**config.mk**
```make
export PLATFORM = sky130hd
export DESIGN_NAME = posit_ext_sched
export DESIGN_NICKNAME = d
export VERILOG_FILES = /design/src/rtl/posit_ext_sched.sv
export SDC_FILE = /design/constraint.sdc
export NUM_CORES = 1
export LEC_CHECK = 0
export CAP_MARGIN = 0
export CORE_AREA = 5 5 152 191
export CTS_CLUSTER_DIAMETER = 150
export DETAILED_ROUTE_END_ITERATION = 8
export DIE_AREA = 0 0 157 196
export PLACE_DENSITY = 0.77
export SLEW_MARGIN = 25
export SYNTH_ARGS = -nofsm -noshare
export SYNTH_HDL_FRONTEND = slang
export SYNTH_SLANG_ARGS = --single-unit
```
**constraint.sdc**
```tcl
create_clock -name clk -period 3.9 [get_ports clk]
set_clock_uncertainty 0.2 [all_clocks]
set_input_delay 1.17 -clock clk [delete_from_list [all_inputs] [get_ports clk]]
set_output_delay 1.17 -clock clk [all_outputs]
set_load 0.02 [all_outputs]
```
**src/rtl/posit_ext_sched.sv**
```systemverilog
// Round-robin issue scheduler sharing one posit extraction datapath, with a credit-protected
// response FIFO and drain/flush handshake. Define PEXT_SCHED_PERF_EN for issue/stall counters.
module posit_ext_sched #(
    parameter int NREQ  = 4,
    parameter int LAT   = 1,
    parameter int DEPTH = 4
) (
    input  logic                    clk,
    input  logic                    rst_n,
    input  logic [NREQ-1:0]         req_valid,
    output logic [NREQ-1:0]         req_ready,
    input  logic [32*NREQ-1:0]      req_data,
    input  logic [2*NREQ-1:0]       req_mode,
    output logic [31:0]             ext_in,
    output logic [1:0]              ext_mode,
    input  logic [3:0]              ext_s,
    input  logic [15:0]             ext_rg_exp,
    input  logic [27:0]             ext_mant,
    output logic                    rsp_valid,
    input  logic                    rsp_ready,
    output logic [$clog2(NREQ)-1:0] rsp_id,
    output logic [1:0]              rsp_mode,
    output logic [3:0]              rsp_s,
    output logic [15:0]             rsp_rg_exp,
    output logic [27:0]             rsp_mant,
    output logic                    err_valid,
    output logic [$clog2(NREQ)-1:0] err_id,
    input  logic                    flush_req,
    output logic                    flush_done
`ifdef PEXT_SCHED_PERF_EN
    ,
    output logic [15:0]             perf_issued,
    output logic [15:0]             perf_stall
`endif
);

    localparam int IDW = $clog2(NREQ);
    localparam int PW  = $clog2(DEPTH);
    localparam int CW  = $clog2(DEPTH + 1);
    localparam int EW  = IDW + 2 + 4 + 16 + 28;

    localparam logic [1:0] ST_RUN   = 2'd0;
    localparam logic [1:0] ST_DRAIN = 2'd1;
    localparam logic [1:0] ST_DONE  = 2'd2;
    localparam logic [1:0] MODE_ILLEGAL = 2'b11;

    logic [1:0]     state;
    logic           live;
    logic [IDW-1:0] rr_ptr;
    logic [IDW-1:0] grant_id;
    logic           grant_found;
    logic [31:0]    grant_data;
    logic [1:0]     grant_mode;
    logic           accept_legal;
    logic           accept_illegal;

    logic [LAT-1:0] tag_v;
    logic [IDW-1:0] tag_id   [LAT];
    logic [1:0]     tag_mode [LAT];

    logic [EW-1:0]  fifo_mem [DEPTH];
    logic [PW-1:0]  wr_ptr;
    logic [PW-1:0]  rd_ptr;
    logic [CW-1:0]  fifo_count;
    logic [CW-1:0]  inflight_count;
    logic [CW:0]    used_count;
    logic           credit_ok;
    logic           fifo_push;
    logic           fifo_pop;
    logic           drained;

    always_comb begin
        inflight_count = '0;
        for (int i = 0; i < LAT; i++) begin
            inflight_count = inflight_count + CW'(tag_v[i]);
        end
    end

    // A pop in the current cycle deliberately does not return credit until it is registered.
    assign used_count = {1'b0, fifo_count} + {1'b0, inflight_count};
    assign credit_ok  = used_count < (CW + 1)'(DEPTH);
    assign drained    = (inflight_count == '0) && (fifo_count == '0);

    // live stays low through reset so req_ready never follows the raw reset net.
    always_comb begin
        grant_found = 1'b0;
        grant_id    = '0;
        if (live && state == ST_RUN && credit_ok) begin
            for (int k = 0; k < NREQ; k++) begin
                if (!grant_found && req_valid[IDW'((int'(rr_ptr) + k) % NREQ)]) begin
                    grant_found = 1'b1;
                    grant_id    = IDW'((int'(rr_ptr) + k) % NREQ);
                end
            end
        end
    end

    always_comb begin
        req_ready = '0;
        if (grant_found) begin
            req_ready[grant_id] = 1'b1;
        end
    end

    assign grant_data     = req_data[32*int'(grant_id) +: 32];
    assign grant_mode     = req_mode[2*int'(grant_id) +: 2];
    assign accept_legal   = grant_found && (grant_mode != MODE_ILLEGAL);
    assign accept_illegal = grant_found && (grant_mode == MODE_ILLEGAL);

    always_ff @(posedge clk or negedge rst_n) begin
        if (!rst_n) begin
            state      <= ST_RUN;
            live       <= 1'b0;
            rr_ptr     <= '0;
            flush_done <= 1'b0;
        end else begin
            live       <= 1'b1;
            flush_done <= (state == ST_DRAIN) && drained;
            if (grant_found) begin
                rr_ptr <= (grant_id == IDW'(NREQ - 1)) ? '0 : grant_id + IDW'(1);
            end
            case (state)
                ST_RUN:   if (flush_req) state <= ST_DRAIN;
                ST_DRAIN: if (drained)   state <= ST_DONE;
                ST_DONE:  if (!flush_req) state <= ST_RUN;
                default:  state <= ST_RUN;
            endcase
        end
    end

    always_ff @(posedge clk or negedge rst_n) begin
        if (!rst_n) begin
            ext_in    <= '0;
            ext_mode  <= '0;
            err_valid <= 1'b0;
            err_id    <= '0;
        end else begin
            err_valid <= accept_illegal;
            if (accept_illegal) begin
                err_id <= grant_id;
            end
            if (accept_legal) begin
                ext_in   <= grant_data;
                ext_mode <= grant_mode;
            end
        end
    end

    // Tags walk alongside the datapath so each result is captured exactly LAT cycles after issue.
    always_ff @(posedge clk or negedge rst_n) begin
        if (!rst_n) begin
            tag_v <= '0;
            for (int i = 0; i < LAT; i++) begin
                tag_id[i]   <= '0;
                tag_mode[i] <= '0;
            end
        end else begin
            tag_v[0]    <= accept_legal;
            tag_id[0]   <= grant_id;
            tag_mode[0] <= grant_mode;
            for (int i = 1; i < LAT; i++) begin
                tag_v[i]    <= tag_v[i-1];
                tag_id[i]   <= tag_id[i-1];
                tag_mode[i] <= tag_mode[i-1];
            end
        end
    end

    assign fifo_push = tag_v[LAT-1];
    assign rsp_valid = (fifo_count != '0);
    assign fifo_pop  = rsp_valid && rsp_ready;

    always_ff @(posedge clk or negedge rst_n) begin
        if (!rst_n) begin
            wr_ptr     <= '0;
            rd_ptr     <= '0;
            fifo_count <= '0;
            for (int i = 0; i < DEPTH; i++) begin
                fifo_mem[i] <= '0;
            end
        end else begin
            if (fifo_push) begin
                fifo_mem[wr_ptr] <= {tag_id[LAT-1], tag_mode[LAT-1], ext_s, ext_rg_exp, ext_mant};
                wr_ptr           <= wr_ptr + PW'(1);
            end
            if (fifo_pop) begin
                rd_ptr <= rd_ptr + PW'(1);
            end
            fifo_count <= fifo_count + CW'(fifo_push) - CW'(fifo_pop);
        end
    end

    assign {rsp_id, rsp_mode, rsp_s, rsp_rg_exp, rsp_mant} = fifo_mem[rd_ptr];

`ifdef PEXT_SCHED_PERF_EN
    logic stall_cycle;
    assign stall_cycle = (state == ST_RUN) && (|req_valid) && (req_ready == '0);

    always_ff @(posedge clk or negedge rst_n) begin
        if (!rst_n) begin
            perf_issued <= '0;
            perf_stall  <= '0;
        end else begin
            if (accept_legal && perf_issued != 16'hFFFF) begin
                perf_issued <= perf_issued + 16'd1;
            end
            if (stall_cycle && perf_stall != 16'hFFFF) begin
                perf_stall <= perf_stall + 16'd1;
            end
        end
    end
`else
    // Without the counters no extra state is built.
`endif

endmodule
```
==> metrics.md <==
| Metric | Value |
|---|---|
| Outcome | `complete, no violations` |
| Yosys top cell by area | `dfrtp_1` |
| Nets | `roughly 1400` |
| Final cycle utilization of the critical path | `0.977` |
| Clk pwr share | `0.210` |
| Setup violations, final | `0` |
| Min cycle time layout | `around 3.8 ns` |
| Synth warn | `0` |
| Pwr dens | `787 nW/um^2` |
| Vias in the first global route | `around 9100` |
| Cts-stage hold buffer count | `0` |
| Largest net degree at the start of global routing | `67` |
| Vias per cell | `between 5 and 6` |
| Startpoint types | `primary input` |
| Sw frac | `0.316` |
| CTS Buf Count | `28` |
| Ys async rst share | `1.00` |
| Die area | `between 30000 and 40000 um^2` |
| Top cells by count, synth | `dfrtp_1 (263), mux2_2 (211), nand2_1 (110)` |
| Top FF cell, synth | `dfrtp_1` |
| CTS clk-pin slew, worst paths | `about 0.060 ns` |
| Worst Setup EP | `req_ready[2]` |
| Hold WC Path Type | `reg -> reg` |
| Slowest-stage cell, CP | `and4_4` |
| Io pins | `between 200 and 300` |
| Critical path depth | `8` |
| Synth top area cells | `dfrtp_1 (54%), mux2_2 (19%), mux4_2 (9.6%)` |
| Drt drc | `0` |
| GR Util met1 | `0.237` |
| Core Box Area | `27100 um^2` |
| Fmax achieved | `0.262 GHz` |
| Placed cells | `1491` |
| Crit-path cells | `buf_2, mux2i_2, a2bb2oi_2, and4_4, inv_2, ha_1, and3_2, buf_6` |
| Overall routing resource usage | `0.199` |
| Hpwl dp | `about 22 mm` |
| Routed WL per cell | `approximately 20 um` |
| Pins Over Slew Limit | `0` |
| Post-DRT Antenna Nets | `0` |
| Fin Setup TNS | `0 ns` |
| First-pass GRT wire length | `just under 50 mm` |
| Combinational power share | `0.432` |
| DR pass1 iterations | `6` |
| Iter 0 DRT Violations | `~250` |
| Leak Pwr | `~7.1 nW` |
| Flop pwr share | `0.358` |
| Post-Synthesis Cells | `880` |
| Post-Syn Area | `~12000 um^2` |
| CTS tree | `built` |
| Die Width | `approximately 160 um` |
| Met3 GRT Util | `0.0444` |
| Gr busiest metal | `met2` |
| Clock sinks | `roughly 260` |
| CP delay by family, top | `simple AND/OR/NAND/NOR gates` |
| R2R cell count | `9` |
| Clock root buffer | `clkbuf_16` |
| Crit-path max cell delay | `between 0.2 and 0.3 ns` |
| Vias | `about 8500` |
| R2R setup slack | `0.91 ns` |
| R2r startpoint | `fifo_push` |
| DRT Wirelength | `30.8 mm` |
| Initial Util | `0.451` |
| Slew @ Worst Pin | `~0.84 ns` |
| Register bit total from synthesis | `263` |
| Crit. Startpoint | `req_valid[3]` |
| Register area share after synthesis | `0.537` |
| Antenna violations before repair | `0` |
| CP Max Fanout | `5` |
| Critical path arrival | `approximately 2.4 ns` |
| Max cap viols | `0` |
| NetSw | `4.16 mW` |
| EDFF count, synth | `0` |
| CP Buf/Inv Count | `3` |
| Grt ovf | `0` |
| Mean post-synth cell area | `about 14 um^2` |
| Critical path data required time | `2.53 ns` |
| Top-count cell post-synth | `dfrtp_1` |
| Final instance area | `between 15000 and 20000 um^2` |
| Relative slew slack | `0.441` |
| Ratio of cells with drive above 1 in the final layout | `0.318` |
| Number of fill cells | `between 2000 and 2500` |
| Netlist cell types | `50` |
| Post-synth top area share | `0.537` |
| RSZ-0062 raised after global routing | `no` |
| Post-Syn Nets | `1084` |
| Worst Setup End Kind | `output pin` |
| P&R area growth vs syn | `36.6%` |
| Final design utilization | `0.616` |
| Grt met2 use | `0.348` |
| Clk buf depth | `3` |
| Worst-Skew Late Latency | `approximately 0.52 ns` |
| CP Class | `in -> out` |
| Fin. Hold Viols | `0` |
| Chip Height | `196 um` |
| H-Tree Depth | `1` |
| Internal power | `9.01 mW` |
| Ant diodes | `0` |
| Gpl congestion | `between 0.8 and 0.9` |
| Post-DP Area | `15700 um^2` |
| Terminus of the critical flop-to-flop path | `ext_in[23]` |
| Peak supply drop | `0.324 mV` |
| I/O Buffers | `about 290` |
| Row cnt | `68` |
| Layout Cells excl Fill | `around 1500` |
-- placed cells by master, fill, tap and decap left out, drive strengths merged, types with 2 or more instances in the layout --
cell	count
clkdlybuf4s50	277
dfrtp	263
mux2	240
nand2	110
mux4	52
buf	47
clkbuf	41
a21oi	37
a32oi	31
inv	12
ha	11
nor2	8
clkinv	8
and3	7
o21ai	4
bufinv	4
mux2i	4
nand2b	3
a31oi	2
nand3	2
a21o	2
and2	2
xnor2	2
xor2	2
a211oi	2
and4	2
a221oi	2
-- metal layers --
| metal | vias up | wire (um) |
|---|---|---|
| li1 | 3839 | - |
| met1 | 4267 | 11900 |
| met2 | 296 | 15600 |
| met3 | 60 | 2050 |
| met4 | 0 | 1240 |
| met5 | - | 0 |
-- worst register-to-register path, delay by kind of cell, from the launching register on --
family	cells	cell delay (ns)
AO/OA/AOI/OAI	2	0.45
buffers and inverters	3	0.70
flip-flops	1	0.46
AND/OR/NAND/NOR	3	0.69
multiplexers	1	0.37
-- cell type report --
| type | instances | area, um^2 | area share |
|---|---|---|---|
| Sequential cell | 263 | 6590 | 0.394 |
| Multi-Input combinational cell | 545 | 5410 | 0.324 |
| Timing Repair Buffer | 327 | 3270 | 0.195 |
| Clock buffer | 38 | 810 | 0.0484 |
| Tap cell | 350 | 438 | 0.0262 |
| Clock inverter | 13 | 171 | 0.0102 |
| Inverter | 12 | 47.5 | 0.00284 |
-- worst min-delay path by stage --
stage,cells after the start,start,endpoint,slack [ns]
final,1,ext_in[7],ext_in[7],0.29
after global routing,1,fifo_mem[61],fifo_mem[61],0.31
after CTS,1,ext_in[21],ext_in[21],0.29
after detailed placement,1,ext_in[7],ext_in[7],0.28
after global placement,1,ext_in[24],ext_in[24],0.27
after floorplan,1,state[1],state[0],0.25
-- sequential cells by signal, indices dropped and copies added, names as in the netlist, 2 cells and up --
name / count
err_id: 2
ext_in: 32
ext_mode: 2
fifo_count: 3
fifo_mem: 208
rd_ptr: 2
rr_ptr: 2
state: 2
tag_id: 2
tag_mode: 2
wr_ptr: 2
-- power groups by stage --
stage | Sequential [mW] | Combinational (mW) | Clock [mW]
6_report | 4.72 | 5.69 | 2.76
5_1_grt | 4.87 | 6.10 | 2.95
4_1_cts | 4.72 | 5.79 | 2.84
3_5_place_dp | 4.79 | 5.64 | 0
3_3_place_gp | 4.71 | 5.55 | 0
2_1_floorplan | 4.73 | 3.43 | 0
-- per-stage QoR --
stage	hold slack, ns	worst slack (ns)	total power, mW
after floorplan	0.248	0.00106	8.16
after global placement	0.267	-0.716	10.3
after detailed placement	0.278	-0.770	10.4
after CTS	0.292	0.00197	13.4
after global routing	0.307	0.0294	13.9
final	0.285	0.0886	13.2
-- timing repair --
item | 4_1_cts | 5_1_grt
buffers inserted | 6 | 0
pin swaps | 4 | 4
resized for setup | 38 | 6
endpoints found under the setup margin | 41 | 4
-- logic make-up after synthesis --
family	after synthesis	synth area share
compound gates	91	0.0525
xor+xnor	4	0.00286
fa+ha+maj	12	0.0129
buf+inv	72	0.0248
flops	263	0.537
mux	296	0.319
other cells	1	0.000306
simple gates	141	0.0499
No activity file was read; power rests on OpenSTA's default activity.
